## config.mk

```make
export PLATFORM = sky130hd
export DESIGN_NAME = vram_arbiter_flat
export DESIGN_NICKNAME = d
export VERILOG_FILES = /design/src/rtl/vram_arbiter_if.sv /design/src/rtl/vram_arbiter.sv /design/src/flat_wrapper.sv
export SDC_FILE = /design/constraint.sdc
export NUM_CORES = 1
export LEC_CHECK = 0
export BUFFER_PORTS_ARGS = -buffer_cell sky130_fd_sc_hd__clkbuf_2
export CORE_MARGIN = 2
export CORE_UTILIZATION = 58
export DETAILED_ROUTE_END_ITERATION = 6
export PLACE_DENSITY = 0.85
export SYNTH_ARGS = -nofsm -noshare
export SYNTH_HDL_FRONTEND = slang
export SYNTH_SLANG_ARGS = --single-unit
```

## constraint.sdc

```tcl
create_clock -name clk_sys -period 6.7 [get_ports clk_sys]
set_input_delay 1.675 -clock clk_sys [delete_from_list [all_inputs] [get_ports clk_sys]]
set_output_delay 1.675 -clock clk_sys [all_outputs]
set_load 0.005 [all_outputs]
```

## src/rtl/vram_arbiter_if.sv

```systemverilog
// Signal bundle between vram_arbiter, its requesters (hps_io, video timing) and the VRAM.
interface vram_arbiter_if #(
    parameter int ADDR_W = 16
);
    logic              ioctl_download;
    logic              ioctl_wr;
    logic [26:0]       ioctl_addr;
    logic [7:0]        ioctl_dout;
    logic              ioctl_wait;
    logic              clr_req;
    logic              vid_req;
    logic [ADDR_W-1:0] vid_addr;
    logic [7:0]        vid_data;
    logic              vid_valid;
    logic [ADDR_W-1:0] ram_addr;
    logic [7:0]        ram_din;
    logic              ram_we;
    logic [7:0]        ram_dout;
    logic              busy;
    logic              dl_done;
    logic [1:0]        err;

    modport slave (
        input  ioctl_download, ioctl_wr, ioctl_addr, ioctl_dout, clr_req, vid_req, vid_addr, ram_dout,
        output ioctl_wait, vid_data, vid_valid, ram_addr, ram_din, ram_we, busy, dl_done, err
    );

    modport master (
        output ioctl_download, ioctl_wr, ioctl_addr, ioctl_dout, clr_req, vid_req, vid_addr, ram_dout,
        input  ioctl_wait, vid_data, vid_valid, ram_addr, ram_din, ram_we, busy, dl_done, err
    );
endinterface

```

## src/rtl/vram_arbiter.sv

```systemverilog
// Single-port VRAM arbiter: video fetch > download write (2-entry FIFO) > clear fill,
// with a small FSM tracking download window and zero-fill progress.
module vram_arbiter #(
    parameter int ADDR_W = 16
) (
    input logic           clk_sys,
    input logic           reset,
    vram_arbiter_if.slave bus
);
    localparam logic [2:0] ST_IDLE     = 3'd0;
    localparam logic [2:0] ST_DOWNLOAD = 3'd1;
    localparam logic [2:0] ST_FLUSH    = 3'd2;
    localparam logic [2:0] ST_CLEAR    = 3'd3;
    localparam logic [2:0] ST_DONE     = 3'd4;
    localparam int         ENTRY_W     = ADDR_W + 8;

    logic [2:0]         state_q, state_d;
    logic               dl_prev_q;
    logic [ADDR_W-1:0]  clr_cnt_q, clr_cnt_d;
    logic               rd_ptr_q, rd_ptr_d, wr_ptr_q, wr_ptr_d;
    logic [1:0]         count_q, count_d;
    logic [1:0]         err_q, err_d;
    logic               ioctl_wait_q, ioctl_wait_d;
    logic [ADDR_W-1:0]  ram_addr_q, ram_addr_d;
    logic [7:0]         ram_din_q, ram_din_d;
    logic               ram_we_q, ram_we_d;
    logic               vid_s1_q, vid_s2_q, vid_valid_q;
    logic [7:0]         vid_data_q, vid_data_d;

    logic               dl_rise, dl_fall, addr_oor, wr_valid;
    logic               grant_wr, grant_clr, push, drop, err_clr;
    logic [ENTRY_W-1:0] wr_entry, head;

    // Two FIFO entries, each its own register so write-pointer decode stays local.
    generate
        for (genvar gi = 0; gi < 2; gi++) begin : g_fifo
            logic [ENTRY_W-1:0] entry_q, entry_d;
            always_comb begin
                entry_d = entry_q;
                if (push && (wr_ptr_q == 1'(gi))) begin
                    entry_d = wr_entry;
                end
            end
            always_ff @(posedge clk_sys) begin
                entry_q <= entry_d;
            end
        end
    endgenerate

    assign wr_entry = {bus.ioctl_addr[ADDR_W-1:0], bus.ioctl_dout};
    assign head     = rd_ptr_q ? g_fifo[1].entry_q : g_fifo[0].entry_q;

    always_comb begin
        dl_rise   = bus.ioctl_download & ~dl_prev_q;
        dl_fall   = ~bus.ioctl_download & dl_prev_q;
        addr_oor  = (bus.ioctl_addr >> ADDR_W) != '0;
        wr_valid  = bus.ioctl_wr & ~addr_oor;
        // Video always wins; queued writes come next; clear only fills fully idle slots.
        grant_wr  = ~bus.vid_req & (count_q != 2'd0);
        grant_clr = ~bus.vid_req & (count_q == 2'd0) & (state_q == ST_CLEAR) & ~dl_rise;
        push      = wr_valid & ((count_q != 2'd2) | grant_wr);
        drop      = wr_valid & ~push;
        count_d   = count_q + {1'b0, push} - {1'b0, grant_wr};
        rd_ptr_d  = rd_ptr_q ^ grant_wr;
        wr_ptr_d  = wr_ptr_q ^ push;
        ioctl_wait_d = (count_d != 2'd0);

        state_d   = state_q;
        clr_cnt_d = clr_cnt_q;
        err_clr   = 1'b0;
        case (state_q)
            ST_IDLE: begin
                if (dl_rise) begin
                    state_d = ST_DOWNLOAD;
                    err_clr = 1'b1;
                end else if (bus.clr_req && !bus.ioctl_download) begin
                    state_d   = ST_CLEAR;
                    clr_cnt_d = '0;
                end
            end
            ST_DOWNLOAD: begin
                if (dl_fall) begin
                    state_d = ST_FLUSH;
                end
            end
            ST_FLUSH: begin
                // Done only once nothing is queued, arriving, or being written.
                if ((count_q == 2'd0) && !push && !ram_we_q) begin
                    state_d = ST_DONE;
                end
            end
            ST_CLEAR: begin
                if (dl_rise) begin
                    state_d = ST_DOWNLOAD;
                    err_clr = 1'b1;
                end else if (grant_clr) begin
                    if (clr_cnt_q == '1) begin
                        state_d = ST_IDLE;
                    end else begin
                        clr_cnt_d = clr_cnt_q + ADDR_W'(1);
                    end
                end
            end
            ST_DONE: begin
                state_d = ST_IDLE;
            end
            default: begin
                state_d = ST_IDLE;
            end
        endcase

        err_d = (err_clr ? 2'b00 : err_q) | {drop, bus.ioctl_wr & addr_oor};

        ram_we_d   = grant_wr | grant_clr;
        ram_addr_d = ram_addr_q;
        ram_din_d  = ram_din_q;
        if (bus.vid_req) begin
            ram_addr_d = bus.vid_addr;
        end else if (grant_wr) begin
            ram_addr_d = head[ENTRY_W-1:8];
            ram_din_d  = head[7:0];
        end else if (grant_clr) begin
            ram_addr_d = clr_cnt_q;
            ram_din_d  = 8'h00;
        end

        vid_data_d = vid_s2_q ? bus.ram_dout : vid_data_q;
    end

    always_ff @(posedge clk_sys) begin
        if (reset) begin
            state_q      <= ST_IDLE;
            dl_prev_q    <= 1'b0;
            clr_cnt_q    <= '0;
            rd_ptr_q     <= 1'b0;
            wr_ptr_q     <= 1'b0;
            count_q      <= 2'd0;
            err_q        <= 2'b00;
            ioctl_wait_q <= 1'b0;
            ram_addr_q   <= '0;
            ram_din_q    <= 8'h00;
            ram_we_q     <= 1'b0;
            vid_s1_q     <= 1'b0;
            vid_s2_q     <= 1'b0;
            vid_valid_q  <= 1'b0;
            vid_data_q   <= 8'h00;
        end else begin
            state_q      <= state_d;
            dl_prev_q    <= bus.ioctl_download;
            clr_cnt_q    <= clr_cnt_d;
            rd_ptr_q     <= rd_ptr_d;
            wr_ptr_q     <= wr_ptr_d;
            count_q      <= count_d;
            err_q        <= err_d;
            ioctl_wait_q <= ioctl_wait_d;
            ram_addr_q   <= ram_addr_d;
            ram_din_q    <= ram_din_d;
            ram_we_q     <= ram_we_d;
            vid_s1_q     <= bus.vid_req;
            vid_s2_q     <= vid_s1_q;
            vid_valid_q  <= vid_s2_q;
            vid_data_q   <= vid_data_d;
        end
    end

    assign bus.ioctl_wait = ioctl_wait_q;
    assign bus.ram_addr   = ram_addr_q;
    assign bus.ram_din    = ram_din_q;
    assign bus.ram_we     = ram_we_q;
    assign bus.vid_valid  = vid_valid_q;
    assign bus.vid_data   = vid_data_q;
    assign bus.err        = err_q;
    assign bus.busy       = (state_q != ST_IDLE);
    assign bus.dl_done    = (state_q == ST_DONE);
endmodule

```

## src/flat_wrapper.sv

```systemverilog
// flat-port wrapper written by rule: the top's interface ports become plain ports
module vram_arbiter_flat 
#(
    parameter int ADDR_W = 16
)
  (clk_sys, reset, bus_ioctl_download, bus_ioctl_wr, bus_ioctl_addr, bus_ioctl_dout, bus_clr_req, bus_vid_req, bus_vid_addr, bus_ram_dout, bus_ioctl_wait, bus_vid_data, bus_vid_valid, bus_ram_addr, bus_ram_din, bus_ram_we, bus_busy, bus_dl_done, bus_err);
  vram_arbiter_if #(.ADDR_W(ADDR_W)) bus_i ();
  input logic clk_sys;
  input logic reset;
  input wire logic [$bits(bus_i.ioctl_download)-1:0] bus_ioctl_download;
  input wire logic [$bits(bus_i.ioctl_wr)-1:0] bus_ioctl_wr;
  input wire logic [$bits(bus_i.ioctl_addr)-1:0] bus_ioctl_addr;
  input wire logic [$bits(bus_i.ioctl_dout)-1:0] bus_ioctl_dout;
  input wire logic [$bits(bus_i.clr_req)-1:0] bus_clr_req;
  input wire logic [$bits(bus_i.vid_req)-1:0] bus_vid_req;
  input wire logic [$bits(bus_i.vid_addr)-1:0] bus_vid_addr;
  input wire logic [$bits(bus_i.ram_dout)-1:0] bus_ram_dout;
  output wire logic [$bits(bus_i.ioctl_wait)-1:0] bus_ioctl_wait;
  output wire logic [$bits(bus_i.vid_data)-1:0] bus_vid_data;
  output wire logic [$bits(bus_i.vid_valid)-1:0] bus_vid_valid;
  output wire logic [$bits(bus_i.ram_addr)-1:0] bus_ram_addr;
  output wire logic [$bits(bus_i.ram_din)-1:0] bus_ram_din;
  output wire logic [$bits(bus_i.ram_we)-1:0] bus_ram_we;
  output wire logic [$bits(bus_i.busy)-1:0] bus_busy;
  output wire logic [$bits(bus_i.dl_done)-1:0] bus_dl_done;
  output wire logic [$bits(bus_i.err)-1:0] bus_err;
  assign bus_i.ioctl_download = bus_ioctl_download;
  assign bus_i.ioctl_wr = bus_ioctl_wr;
  assign bus_i.ioctl_addr = bus_ioctl_addr;
  assign bus_i.ioctl_dout = bus_ioctl_dout;
  assign bus_i.clr_req = bus_clr_req;
  assign bus_i.vid_req = bus_vid_req;
  assign bus_i.vid_addr = bus_vid_addr;
  assign bus_i.ram_dout = bus_ram_dout;
  assign bus_ioctl_wait = bus_i.ioctl_wait;
  assign bus_vid_data = bus_i.vid_data;
  assign bus_vid_valid = bus_i.vid_valid;
  assign bus_ram_addr = bus_i.ram_addr;
  assign bus_ram_din = bus_i.ram_din;
  assign bus_ram_we = bus_i.ram_we;
  assign bus_busy = bus_i.busy;
  assign bus_dl_done = bus_i.dl_done;
  assign bus_err = bus_i.err;
  vram_arbiter #(.ADDR_W(ADDR_W)) u_core (.clk_sys(clk_sys), .reset(reset), .bus(bus_i));
endmodule
```

# Yosys cells after proc, flatten, opt, wreduce, memory -nomap -nowiden
# Index checks and enable logic that the tools add are counted.
[word_totals] inputBits=65 mem_bits_ro=0 wordCells=102 ramBits=0 n_memories=0 latchBits=0 regBits=111 out_inout_bits=39
[classes] shift=0 n_eq_ne=16 mul=0 n_addsub=3 n_lt_le_gt_ge=0 div=0 n_reduce_logical=21 bitwise=22 n_mux=23
[op_table] operator="$mux W16" n=8
[op_table] operator="$pmux W16 S2" n=1
[op_table] operator="$reduce_bool A27 Y1" n=1
[op_table] operator="$mux W24" n=1
[op_table] operator="$mux W3" n=7
[op_table] operator="$add A16 B1 Y16 const B" n=1
[op_table] operator="$eq A16 B16 Y1 const B" n=1
[op_table] operator="$mux W8" n=2
[op_table] operator="$pmux W3 S4" n=1
[op_table] operator="$and A1 B1 Y1" n=10
[op_table] operator="$ne A2 B1 Y1 const B" n=4
[op_table] operator="$ne A2 B2 Y1 const B" n=4
[op_table] operator="$reduce_bool A2 Y1" n=4
[op_table] operator="$not A1 Y1" n=7
[op_table] operator="$eq A3 B2 Y1 const B" n=2
[op_table] operator="$ne A3 B1 Y1 const B" n=2
[op_table] operator="$reduce_and A6 Y1" n=1
[op_table] operator="$reduce_bool A3 Y1" n=2
[op_table] operator="$logic_and A1 B1 Y1" n=5
[op_table] operator="$reduce_and A5 Y1" n=1
[op_table] operator="$eq A3 B1 Y1 const B" n=1
[op_table] operator="$eq A3 B3 Y1 const B" n=1
[op_table] operator="$logic_not A1 Y1" n=3
[op_table] operator="$logic_not A3 Y1" n=1
[op_table] operator="other kinds (11)" n=14

# Longest topological paths before layout
# Gate-level depths: netlist (run 1).
[depth] word_depth=9 depth_mapped=9 depth_no_buf=7

# Least setup slack after synthesis (run 1)
# OpenSTA, ideal clock, no wires.
[synth_path] kind="input-to-reg" startpoint="input port bus_ioctl_addr[17]" endpoint="register u_core.g_fifo[0].entry_q[0] (enable)" t_arrival_ps=3412 n_path_buf=0 setup_ps=383 required_ps=6317 path_stages=3 setup_slack_ps=2905 path_cell_list="or4_1 nor4_4 ha_1"
[synth_via] elab_chain_len=5
[synth_rtl] item="start, declared" line_no="flat_wrapper.sv:12" source="input wire logic [$bits(bus_i.ioctl_addr)-1:0] bus_ioctl_addr;"
[synth_rtl] item="$reduce_bool A27 Y1" line_no="vram_arbiter.sv:56" source="addr_oor = (bus.ioctl_addr >> ADDR_W) != '0;"
[synth_rtl] item="$not A1 Y1" line_no="vram_arbiter.sv:57" source="wr_valid = bus.ioctl_wr & ~addr_oor;"
[synth_rtl] item="$and A1 B1 Y1" line_no="vram_arbiter.sv:57"
[synth_rtl] item="$and A1 B1 Y1" line_no="vram_arbiter.sv:61" source="push = wr_valid & ((count_q != 2'd2) | grant_wr);"
[synth_rtl] item="$logic_and A1 B1 Y1" line_no="vram_arbiter.sv:40" source="if (push && (wr_ptr_q == 1'(gi))) begin"
[synth_rtl] item="end signal, assigned" line_no="vram_arbiter.sv:45" source="entry_q <= entry_d;"
[synth_rtl] item="end, declared" line_no="vram_arbiter.sv:37" source="logic [ENTRY_W-1:0] entry_q, entry_d;"
# No other way between the ends.
# A chain may end at the register's enable or synchronous reset.

# Worst setup path after layout (run 1)
[layout_path] startpoint="input port bus_vid_req" endpoint="register u_core.g_fifo[0].entry_q[13] (enable)"
[layout_via] elab_chain_len=5
[layout_rtl] item="start, declared" line_no="flat_wrapper.sv:15" source="input wire logic [$bits(bus_i.vid_req)-1:0] bus_vid_req;"
[layout_rtl] item="$not A1 Y1 (no line)"
[layout_rtl] item="$and A1 B1 Y1" line_no="vram_arbiter.sv:59" source="grant_wr = ~bus.vid_req & (count_q != 2'd0);"
[layout_rtl] item="$or A1 B1 Y1" line_no="vram_arbiter.sv:61"
[layout_rtl] item="$and A1 B1 Y1" line_no="vram_arbiter.sv:61"
[layout_rtl] item="$logic_and A1 B1 Y1" line_no="vram_arbiter.sv:40"
# No other way between the ends.

==> results of run 1 <==
-- layout make-up --
| class | instances | share of cell area |
|---|---|---|
| Sequential cell | 111 | 0.5005 |
| Multi-Input combinational cell | 287 | 0.3376 |
| Timing Repair Buffer | 106 | 0.09963 |
| Tap cell | 102 | 0.02363 |
| Clock buffer | 9 | 0.02294 |
| Clock inverter | 7 | 0.01228 |
| Inverter | 5 | 0.003475 |
-- state kept, by name, summed over array words and instances, names as in the netlist, 2 cells and up --
register               flops
u_core.g_fifo.entry_q     48
u_core.bus.ram_addr       16
u_core.clr_cnt_q          16
u_core.bus.ram_din         8
u_core.bus.vid_data        8
u_core.state_q             3
u_core.bus.err             2
u_core.count_q             2
-- kinds of logic (layout without fill, tap and decap cells) --
group | count (synthesis) | in the layout | share of synthesized area
DFF | 111 | 111 | 0.5816
and+or+nand+nor | 152 | 152 | 0.1648
muxes | 33 | 33 | 0.07351
xor gates and xnor gates | 5 | 5 | 0.009423
buffers and inverters | 31 | 127 | 0.02612
adders and majority gates | 3 | 3 | 0.008078
AOI/OAI and AO/OA | 94 | 94 | 0.1365
-- routing by layer --
| layer | GRT usage | vias to the layer above |
|---|---|---|
| li1 | - | 1788 |
| met1 | 0.3235 | 1757 |
| met2 | 0.3789 | 95 |
| met3 | 0.05318 | 10 |
| met4 | 0.06740 | 0 |
| met5 | 0 | - |
-- worst reg2reg max path, cell delays in order, from the launching register on --
cell      delay (ns)
dfxtp_1         0.41
or2_2           0.52
nor2b_1         0.73
ha_1            0.41
nand2b_1        0.18
xnor2_1         0.15
nor2_1          0.05
-- report_power, final --
group	switching, mW	internal (mW)
clock	0.234	0.143
sequential	0.0357	0.743
combinational	0.195	0.139
-- through the flow --
stage	std cells	hold slack [ns]	instance area, µm²
floorplan	429	0.4138	4647
global placement	611	0.4234	5210
detailed placement	611	0.4297	5210
CTS	627	0.4517	5400
global route	627	0.4768	5400
finish	627	0.4554	5400
-- layout by cell type, fill, tap and decap left out, types with 2 or more instances in the layout --
cell type,Yosys,final
nor2b_1,6,6
buf_4,0,3
a211o_1,3,3
a221oi_1,8,8
mux2_2,9,9
a211oi_1,18,18
nand4_1,2,2
mux2i_1,24,24
a311oi_1,4,4
inv_1,5,5
nor4b_1,2,2
ha_1,3,3
and3b_1,2,2
o21a_1,3,3
nand3_1,9,9
nand3b_1,3,3
nand2b_1,4,4
a21oi_1,25,25
nand2_1,14,14
clkbuf_8,0,9
dfxtp_1,63,63
a31oi_1,6,6
or3_1,4,4
edfxtp_1,48,48
a22oi_1,10,10
and3_1,2,2
clkinv_4,0,2
nor3_1,29,29
clkbuf_2,0,103
or4_1,2,2
nor2_1,63,63
o21ai_0,10,10
xnor2_1,4,4
-- worst min path at each step --
stage / from / end / slack (ns) / cells after the start
final: u_core.vid_s1_q / u_core.vid_s2_q / 0.46 / 1
after detailed placement: u_core.vid_s1_q / u_core.vid_s2_q / 0.43 / 1
after global placement: u_core.vid_s1_q / u_core.vid_s2_q / 0.42 / 1
after CTS: u_core.vid_s1_q / u_core.vid_s2_q / 0.45 / 1
after floorplan: u_core.vid_s1_q / u_core.vid_s2_q / 0.41 / 1
after global routing: u_core.vid_s1_q / u_core.vid_s2_q / 0.48 / 1
==> impl_metrics.py, run 1 <==
metrics = {
    "final_layout": {
        "final_util": 0.6988,
        "multiInputGateArea_mm2": 0.001823,
        "synthToLayoutAreaGrowth_pct": 16.21,
        "n_fill_cell": 598,
        "diodes": 0,
        "layout-drive-gt1-share": 0.2629,
        "final_nets": 588,
        "regArea_mm2": 0.002703,
    },
    "worst_setup_path": {
        "path_depth": 4,
        "reg2reg_slack_ns": 4.14,
        "cp.arrival_ns": 3.89,
        "cp.required_ns": 6.70,
        "worst_setup_path_start_kind": "input pin",
        "path_buf_inv": 1,
        "end_kind": "flip-flop",
        "cp-startpoint": "bus_vid_req",
        "path_cells": "clkbuf_2, and3b_1, nor4_4, ha_1",
        "crit_end": "u_core.g_fifo[0].entry_q[13]",
        "crit_fanout": 38,
        "cp_slowest_stage_delay_ns": 0.97,
        "worst-setup-path-type": "in2reg",
        "reg2reg_from": "u_core.count_q[1]",
        "slowest_stage": "ha_1",
        "reg2reg_depth": 6,
        "r2r-end": "u_core.count_q[1]",
        "crit_family": "adder cells",
    },
    "logic_synthesis": {
        "ys_top_cells_by_area": "edfxtp_1 31%, dfxtp_1 27%, mux2i_1 5.2%",
        "synthTopCellsByCount": "63 x dfxtp_1, 63 x nor2_1, 48 x edfxtp_1",
        "ys_types": 50,
        "yosysWarnings": 0,
        "syn_avg_cell_area_um2": 10.83,
        "seq_area_frac_synth": 0.5816,
        "synthArstFlopShare": 0,
        "synth-edff-count": 48,
        "ys.flop_type": "dfxtp_1",
        "synthCells": 429,
        "synth_area_leader_cell": "edfxtp_1",
        "synth.net_count": 497,
        "synth-seq-cells": 111,
        "netlist_area_mm2": 0.004647,
        "synth_top_area_frac": 0.3102,
    },
    "sta": {
        "worst_pin_slew_ns": 1.069,
        "skew_ns": 0.01280,
        "grt_setup_unrepaired": "false",
        "setup_viol": 0,
        "setup_tns_ns": 0,
        "hold_violations": 0,
        "timing.final.crit_share": 0.5802,
        "timing.final.crit_period_ns": 3.887,
        "fmax_mhz": 257.2,
        "drv_slew": 0,
        "timing.final.ws_setup_ns": 2.813,
        "max_slew_margin": 0.2873,
    },
    "clock_tree": {
        "cts_tree": "yes",
        "clock_sinks": 111,
        "cts-root-buf": "clkbuf_8",
        "clkTransAtPathRegs_ns": 0.11,
        "clock_latency_ns": 0.38,
        "clk_path_buf_depth": 2,
        "cts_buffers": 9,
        "cts-hold-fix-buffers": 0,
        "cts-resized-gates": 0,
        "htree_levels": 3,
        "post-cts-setup-buffers": 0,
    },
    "global_route": {
        "grt-ovfl-total": 0,
        "grt_pass1_vias": 3388,
        "grt_max_degree": 61,
        "grt_pass1_wl_um": 16190,
        "track_usage": 0.2361,
        "antenna_found_initial": 0,
    },
    "placed_design": {
        "dp_hpwl_um": 7091,
        "gp_congestion": 0.9042,
        "io_buffers": 103,
        "dp_slack_ns": 2.403,
    },
    "detailed_routing": {
        "vias": 3650,
        "antenna_left": 0,
        "dr_wl_met2_um": 4875,
        "drc": 2,
        "wl_met3_um": 475,
        "vias_per_cell": 5.821,
        "drtPass1Iterations": 7,
        "drt_wl_total_um": 10010,
        "top_layer": "met4",
        "drtIter0Drc": 283,
        "avgRoutedWirePerCell_um": 15.97,
        "wirelength_met1_um": 4548,
    },
    "run": {
        "max-cap-violations": 0,
    },
    "power": {
        "p_leak_nw": 1.975,
        "cellPowerDensity_mw_per_mm2": 275.7,
        "irDropWorstVdd_v": 0.0001872,
        "finalPower_mw": 1.489,
    },
    "outcome": {
        "status": "complete, but fails checks",
        "violations": "DRC",
    },
    "floorplanning": {
        "fp.dieH_um": 93.51,
        "fp.dieArea_mm2": 0.008744,
        "die_w_um": 93.51,
        "fp-row-count": 32,
        "fp.coreArea_mm2": 0.007727,
        "initial_core_util": 0.6014,
        "io_pins": 104,
    },
    "hold_path": {
        "hold_class": "reg2reg",
    },
}
Power figures use the tool's default switching activity.
==> run 2: changes to the inputs <==
--- a/config.mk
+++ b/config.mk
@@ -7,9 +7,9 @@
 export LEC_CHECK = 0
 export BUFFER_PORTS_ARGS = -buffer_cell sky130_fd_sc_hd__clkbuf_2
 export CORE_MARGIN = 2
-export CORE_UTILIZATION = 58
+export CORE_UTILIZATION = 49
 export DETAILED_ROUTE_END_ITERATION = 6
-export PLACE_DENSITY = 0.85
+export PLACE_DENSITY = 0.76
 export SYNTH_ARGS = -nofsm -noshare
 export SYNTH_HDL_FRONTEND = slang
 export SYNTH_SLANG_ARGS = --single-unit
==> constraint.sdc (replaced) <==
create_clock -name clk_sys -period 3.55 [get_ports clk_sys]
set_input_delay 0.8875 -clock clk_sys [delete_from_list [all_inputs] [get_ports clk_sys]]
set_output_delay 0.8875 -clock clk_sys [all_outputs]
set_load 0.005 [all_outputs]
==> impl_metrics.py, run 2 (same netlist as run 1, synthesis figures left out) <==
metrics = {
    "outcome": {
        "status": "completed",
    },
    "floorplanning": {
        "die_w_um": 101.4,
        "io_pins": 104,
        "fp.coreArea_mm2": 0.009240,
        "initial_core_util": 0.5029,
        "fp-row-count": 35,
        "fp.dieH_um": 101.4,
        "fp.dieArea_mm2": 0.01028,
    },
    "sta": {
        "setup_tns_ns": 0,
        "drv_slew": 0,
        "timing.final.ws_setup_ns": 0.9342,
        "timing.final.crit_share": 0.7369,
        "timing.final.crit_period_ns": 2.616,
        "grt_setup_unrepaired": "false",
        "hold_violations": 0,
        "setup_viol": 0,
        "skew_ns": 0.009824,
        "fmax_mhz": 382.3,
        "worst_pin_slew_ns": 1.059,
        "max_slew_margin": 0.2928,
    },
    "worst_setup_path": {
        "end_kind": "flip-flop",
        "worst-setup-path-type": "reg2reg",
        "cp.arrival_ns": 2.85,
        "cp.required_ns": 3.79,
        "crit_fanout": 36,
        "worst_setup_path_start_kind": "flip-flop",
    },
    "run": {
        "max-cap-violations": 0,
    },
    "power": {
        "p_leak_nw": 2.010,
        "cellPowerDensity_mw_per_mm2": 527.0,
        "irDropWorstVdd_v": 0.0003109,
    },
    "clock_tree": {
        "cts-root-buf": "clkbuf_8",
        "cts_tree": "yes",
        "clkTransAtPathRegs_ns": 0.11,
        "clock_latency_ns": 0.36,
        "clock_sinks": 111,
        "clk_path_buf_depth": 2,
        "htree_levels": 3,
        "post-cts-setup-buffers": 0,
        "cts_buffers": 9,
        "cts-hold-fix-buffers": 0,
        "cts-resized-gates": 0,
    },
    "global_route": {
        "grt-ovfl-total": 0,
        "grt_pass1_wl_um": 16630,
        "grt_max_degree": 38,
        "grt_pass1_vias": 3449,
        "track_usage": 0.2063,
        "antenna_found_initial": 0,
    },
    "placed_design": {
        "dp_slack_ns": 0.6061,
        "gp_congestion": 0.8931,
        "dp_hpwl_um": 7163,
        "io_buffers": 103,
    },
    "final_layout": {
        "layout-drive-gt1-share": 0.2679,
        "regMostFlops": "u_core.g_fifo.entry_q",
        "n_fill_cell": 790,
        "regArea_mm2": 0.002703,
        "final_nets": 593,
        "final_cell_mix": "103 x clkbuf_2, 63 x nor2_1, 63 x dfxtp_1",
        "final_common_cell": "clkbuf_2",
        "multiInputGateArea_mm2": 0.001823,
        "synthToLayoutAreaGrowth_pct": 18.15,
        "diodes": 0,
        "largest_reg_flops": 48,
    },
    "detailed_routing": {
        "antenna_left": 0,
        "vias": 3677,
        "drt_wl_total_um": 10380,
        "drtIter0Drc": 270,
        "vias_per_cell": 5.580,
        "drc": 0,
        "drtPass1Iterations": 5,
        "avgRoutedWirePerCell_um": 15.75,
    },
    "hold_path": {
        "hold_class": "reg2reg",
    },
}
-- run 2: cell count changes in the layout (fill, tap and decap cells not counted) --
| cell | before | now |
|---|---|---|
| clkbuf_1 | 0 | 1 |
| buf_4 | 3 | 8 |
| inv_8 | 1 | 0 |
| bufinv_16 | 0 | 1 |
| clkinv_4 | 2 | 3 |
| clkinv_2 | 1 | 0 |
| clkinvlp_4 | 1 | 0 |
-- run 2: report_power, final --
group / switching, mW / internal, mW
Clock: 0.438 / 0.339
Sequential: 0.0867 / 1.40
Combinational: 0.358 / 0.270
Total: 0.882 / 2.01
-- run 2: final cells by class --
cell class / count / share of cell area
clock buffers: 10 / 0.02325
clock inverters: 6 / 0.01481
inverters: 5 / 0.003418
multi-input cells: 287 / 0.3320
flip-flops and latches: 111 / 0.4923
well taps: 129 / 0.02940
repair buffers: 111 / 0.1048
-- run 2: through the flow --
step           instances  instance area, µm²    util  power (mW)  hold slack, ns
2_1_floorplan        429                4647       -       1.920          0.4138
3_3_place_gp         643                5281  0.5716       2.121          0.4185
3_5_place_dp         643                5281  0.5716       2.138          0.4231
4_1_cts              659                5490  0.5942       2.912          0.4485
5_1_grt              659                5490  0.5942       3.058          0.4615
6_report             659                5490  0.5942       2.893          0.4481
-- run 2: path summary, 6_finish.rpt --
check	start	to	slack, ns	depth (start not counted)
worst max-delay path	u_core.count_q[1]	u_core.count_q[1]	0.93	6
worst min-delay path	u_core.vid_s1_q	u_core.vid_s2_q	0.45	1
worst max register to register	u_core.count_q[1]	u_core.count_q[1]	0.93	6
worst min register to register	u_core.vid_s1_q	u_core.vid_s2_q	0.45	1
-- run 2: critical path, stage by stage (launching register included) --
cell and delay (ns):
dfxtp_1 0.40, or2_2 0.56, nor2b_1 0.71, ha_1 0.41
nand2b_1 0.19, xnor2_1 0.17, nor2_1 0.05
-- run 2: per-layer routing --
metal | GRT usage | vias up | routed length (µm)
met5 | 0 | - | 0
met2 | 0.3255 | 137 | 5007
met3 | 0.04555 | 8 | 749
met4 | 0.06445 | 0 | 102
li1 | - | 1801 | -
met1 | 0.2856 | 1731 | 4521
==> run 3: changes to the inputs <==
--- a/config.mk
+++ b/config.mk
@@ -5,11 +5,12 @@
 export SDC_FILE = /design/constraint.sdc
 export NUM_CORES = 1
 export LEC_CHECK = 0
+export ABC_AREA = 1
 export BUFFER_PORTS_ARGS = -buffer_cell sky130_fd_sc_hd__clkbuf_2
 export CORE_MARGIN = 2
-export CORE_UTILIZATION = 49
+export CORE_UTILIZATION = 54
 export DETAILED_ROUTE_END_ITERATION = 6
-export PLACE_DENSITY = 0.76
+export PLACE_DENSITY = 0.79
 export SYNTH_ARGS = -nofsm -noshare
 export SYNTH_HDL_FRONTEND = slang
 export SYNTH_SLANG_ARGS = --single-unit
==> constraint.sdc (replaced) <==
create_clock -name clk_sys -period 2.46 [get_ports clk_sys]
set_input_delay 0.615 -clock clk_sys [delete_from_list [all_inputs] [get_ports clk_sys]]
set_output_delay 0.615 -clock clk_sys [all_outputs]
set_load 0.005 [all_outputs]
==> impl_metrics.py, run 3 <==
metrics = {
    "logic_synthesis": {
        "yosysMostFrequentCell": "nand2_1",
        "ys_top_cells_by_area": "edfxtp_1 30%, dfxtp_1 26%, nand2_1 9.1%",
        "synth_top_family_by_area": "simple AND/OR/NAND/NOR gates",
        "ys.flop_type": "dfxtp_1",
        "synth.net_count": 594,
        "seq_area_frac_synth": 0.5606,
        "synth_xor_area_frac": 0.01817,
        "synthSimpleGateAreaFrac": 0.2102,
        "syn_avg_cell_area_um2": 9.165,
        "synth-edff-count": 48,
        "synth_compound_area_frac": 0.09655,
        "ys_types": 36,
        "synth-seq-cells": 111,
        "synthArstFlopShare": 0,
        "synth_area_leader_cell": "edfxtp_1",
        "netlist_area_mm2": 0.004821,
        "synthMuxAreaShare": 0.05269,
        "yosys.area_share.adder": 0.007786,
        "synthTopCellsByCount": "117 x nand2_1, 70 x nor2_1, 63 x dfxtp_1",
        "yosysWarnings": 0,
        "synthCells": 526,
        "synth_top_area_frac": 0.2990,
    },
    "global_route": {
        "grt_pass1_wl_um": 17950,
        "track_usage": 0.2334,
        "grt_pass1_vias": 3814,
        "grt_max_degree": 29,
        "antenna_found_initial": 0,
        "grt-ovfl-total": 0,
    },
    "final_layout": {
        "largest_reg_flops": 48,
        "n_fill_cell": 722,
        "synthToLayoutAreaGrowth_pct": 18.51,
        "final_cell_mix": "117 x nand2_1, 103 x clkbuf_2, 68 x nor2_1",
        "final_nets": 699,
        "regMostFlops": "u_core.g_fifo.entry_q",
        "fin_area_mm2": 0.005713,
        "final_common_cell": "nand2_1",
        "layout-drive-gt1-share": 0.2720,
        "final_util": 0.6583,
        "diodes": 0,
    },
    "outcome": {
        "status": "completed",
    },
    "worst_setup_path": {
        "cp.arrival_ns": 2.17,
        "crit_end": "u_core.clr_cnt_q[12]",
        "reg2reg_slack_ns": 0.54,
        "r2r-end": "u_core.clr_cnt_q[12]",
        "reg2reg_from": "u_core.clr_cnt_q[1]",
        "cp-startpoint": "u_core.clr_cnt_q[1]",
        "end_kind": "flip-flop",
        "worst-setup-path-type": "reg2reg",
        "reg2reg_depth": 12,
        "worst_setup_path_start_kind": "flip-flop",
        "cp.required_ns": 2.71,
        "crit_fanout": 19,
    },
    "sta": {
        "setup_tns_ns": 0,
        "hold_violations": 0,
        "grt_setup_unrepaired": "false",
        "fmax_mhz": 520.6,
        "worst_pin_slew_ns": 0.7724,
        "max_slew_margin": 0.4832,
        "timing.final.crit_share": 0.7809,
        "setup_viol": 0,
        "timing.final.crit_period_ns": 1.921,
        "drv_slew": 0,
        "skew_ns": 0.01037,
    },
    "clock_tree": {
        "cts-hold-fix-buffers": 0,
        "cts_tree": "yes",
        "post-cts-setup-buffers": 0,
        "cts_buffers": 9,
        "cts-resized-gates": 0,
        "clock_sinks": 111,
        "clkTransAtPathRegs_ns": 0.11,
        "clock_latency_ns": 0.37,
        "htree_levels": 3,
        "cts-root-buf": "clkbuf_8",
        "clk_path_buf_depth": 2,
    },
    "floorplanning": {
        "fp-row-count": 34,
        "io_pins": 104,
        "fp.coreArea_mm2": 0.008678,
        "fp.dieH_um": 98.49,
        "fp.dieArea_mm2": 0.009699,
        "die_w_um": 98.49,
        "initial_core_util": 0.5555,
    },
    "placed_design": {
        "io_buffers": 103,
        "gp_congestion": 0.9527,
        "post_dp_cell_area_mm2": 0.005502,
        "dp_hpwl_um": 8060,
    },
    "detailed_routing": {
        "drc": 0,
        "drtPass1Iterations": 5,
        "drtIter0Drc": 303,
        "vias": 4023,
        "avgRoutedWirePerCell_um": 14.92,
        "drt_wl_total_um": 11100,
        "antenna_left": 0,
        "vias_per_cell": 5.407,
    },
    "power": {
        "cellPowerDensity_mw_per_mm2": 786.6,
        "p_leak_nw": 2.283,
        "irDropWorstVdd_v": 0.0005320,
    },
    "hold_path": {
        "hold_class": "reg2reg",
        "holdPathStages": 2,
    },
    "run": {
        "max-cap-violations": 0,
    },
}
-- run 3: cell count changes after synthesis, moves of 9 or more --
cell / delta
o21ai_0: +22
nand3_1: +11
a41oi_1: +10
nand2_1: +103
clkbuf_1: -9
a211oi_1: -18
mux2i_1: -20
mux2_2: +10
nor3_1: -25
inv_1: +32
a22oi_1: -9
-- run 3: per-layer routing --
layer | wire length, µm | up-vias | GRT usage
met5 | 0 | - | 0
met4 | 253 | 0 | 0.08746
met3 | 622 | 18 | 0.03475
met2 | 5534 | 145 | 0.4024
met1 | 4689 | 1896 | 0.2993
li1 | - | 1964 | -
-- run 3: final cells by class --
| class | count | area, µm² | share of cell area |
|---|---|---|---|
| Clock buffer | 9 | 123.9 | 0.02168 |
| Clock inverter | 7 | 87.58 | 0.01533 |
| Inverter | 44 | 165.2 | 0.02891 |
| Multi-Input combinational cell | 351 | 1863 | 0.3261 |
| Sequential cell | 111 | 2703 | 0.4731 |
| Tap cell | 108 | 135.1 | 0.02365 |
| Timing Repair Buffer | 114 | 635.6 | 0.1113 |
-- run 3: kinds of logic (layout without fill, tap and decap cells) --
kind of cell,count (synthesis),count (layout)
fa+ha+maj,3,3
compound gates,81,81
buf+inv,64,174
xor+xnor,10,10
simple gates,234,234
flops,111,111
mux,23,23
-- run 3: power by group --
group / leakage (nW) / internal [mW] / switching (mW)
logic: 1.23 / 0.424 / 0.710
clock network: 0.105 / 0.492 / 0.651
registers: 0.946 / 2.07 / 0.149
-- run 3: metrics by stage --
step	total power [mW]	setup WS (ns)	std cells	hold slack, ns
after global routing	4.737	0.3817	744	0.4050
after CTS	4.514	0.5475	744	0.4093
after floorplan	3.039	0.2215	526	0.3883
final	4.494	0.5391	744	0.4076
after global placement	3.347	0.4066	728	0.3930
after detailed placement	3.390	0.3125	728	0.3950
-- run 3: how the worst min path moves through the flow --
| stage | from | end | slack [ns] |
|---|---|---|---|
| after detailed placement | u_core.vid_s1_q | u_core.vid_s2_q | 0.40 |
| after global placement | u_core.vid_s1_q | u_core.vid_s2_q | 0.39 |
| after CTS | bus_ioctl_dout[1] | u_core.g_fifo[1].entry_q[1] | 0.41 |
| after floorplan | u_core.vid_s1_q | u_core.vid_s2_q | 0.39 |
| after global routing | bus_ioctl_addr[14] | u_core.g_fifo[0].entry_q[22] | 0.40 |
| final | u_core.vid_s1_q | u_core.vid_s2_q | 0.41 |
-- run 3: worst max-delay path, stage by stage, from the launching register on --
cell	delay (ns)
dfxtp_1	0.46
ha_1	0.23
nand2_2	0.08
nor2_2	0.16
nand2_1	0.10
nor2_2	0.12
nand2_1	0.10
nand2_2	0.09
nand2_4	0.10
nand2_8	0.15
inv_2	0.09
nand2_1	0.07
a21oi_1	0.05
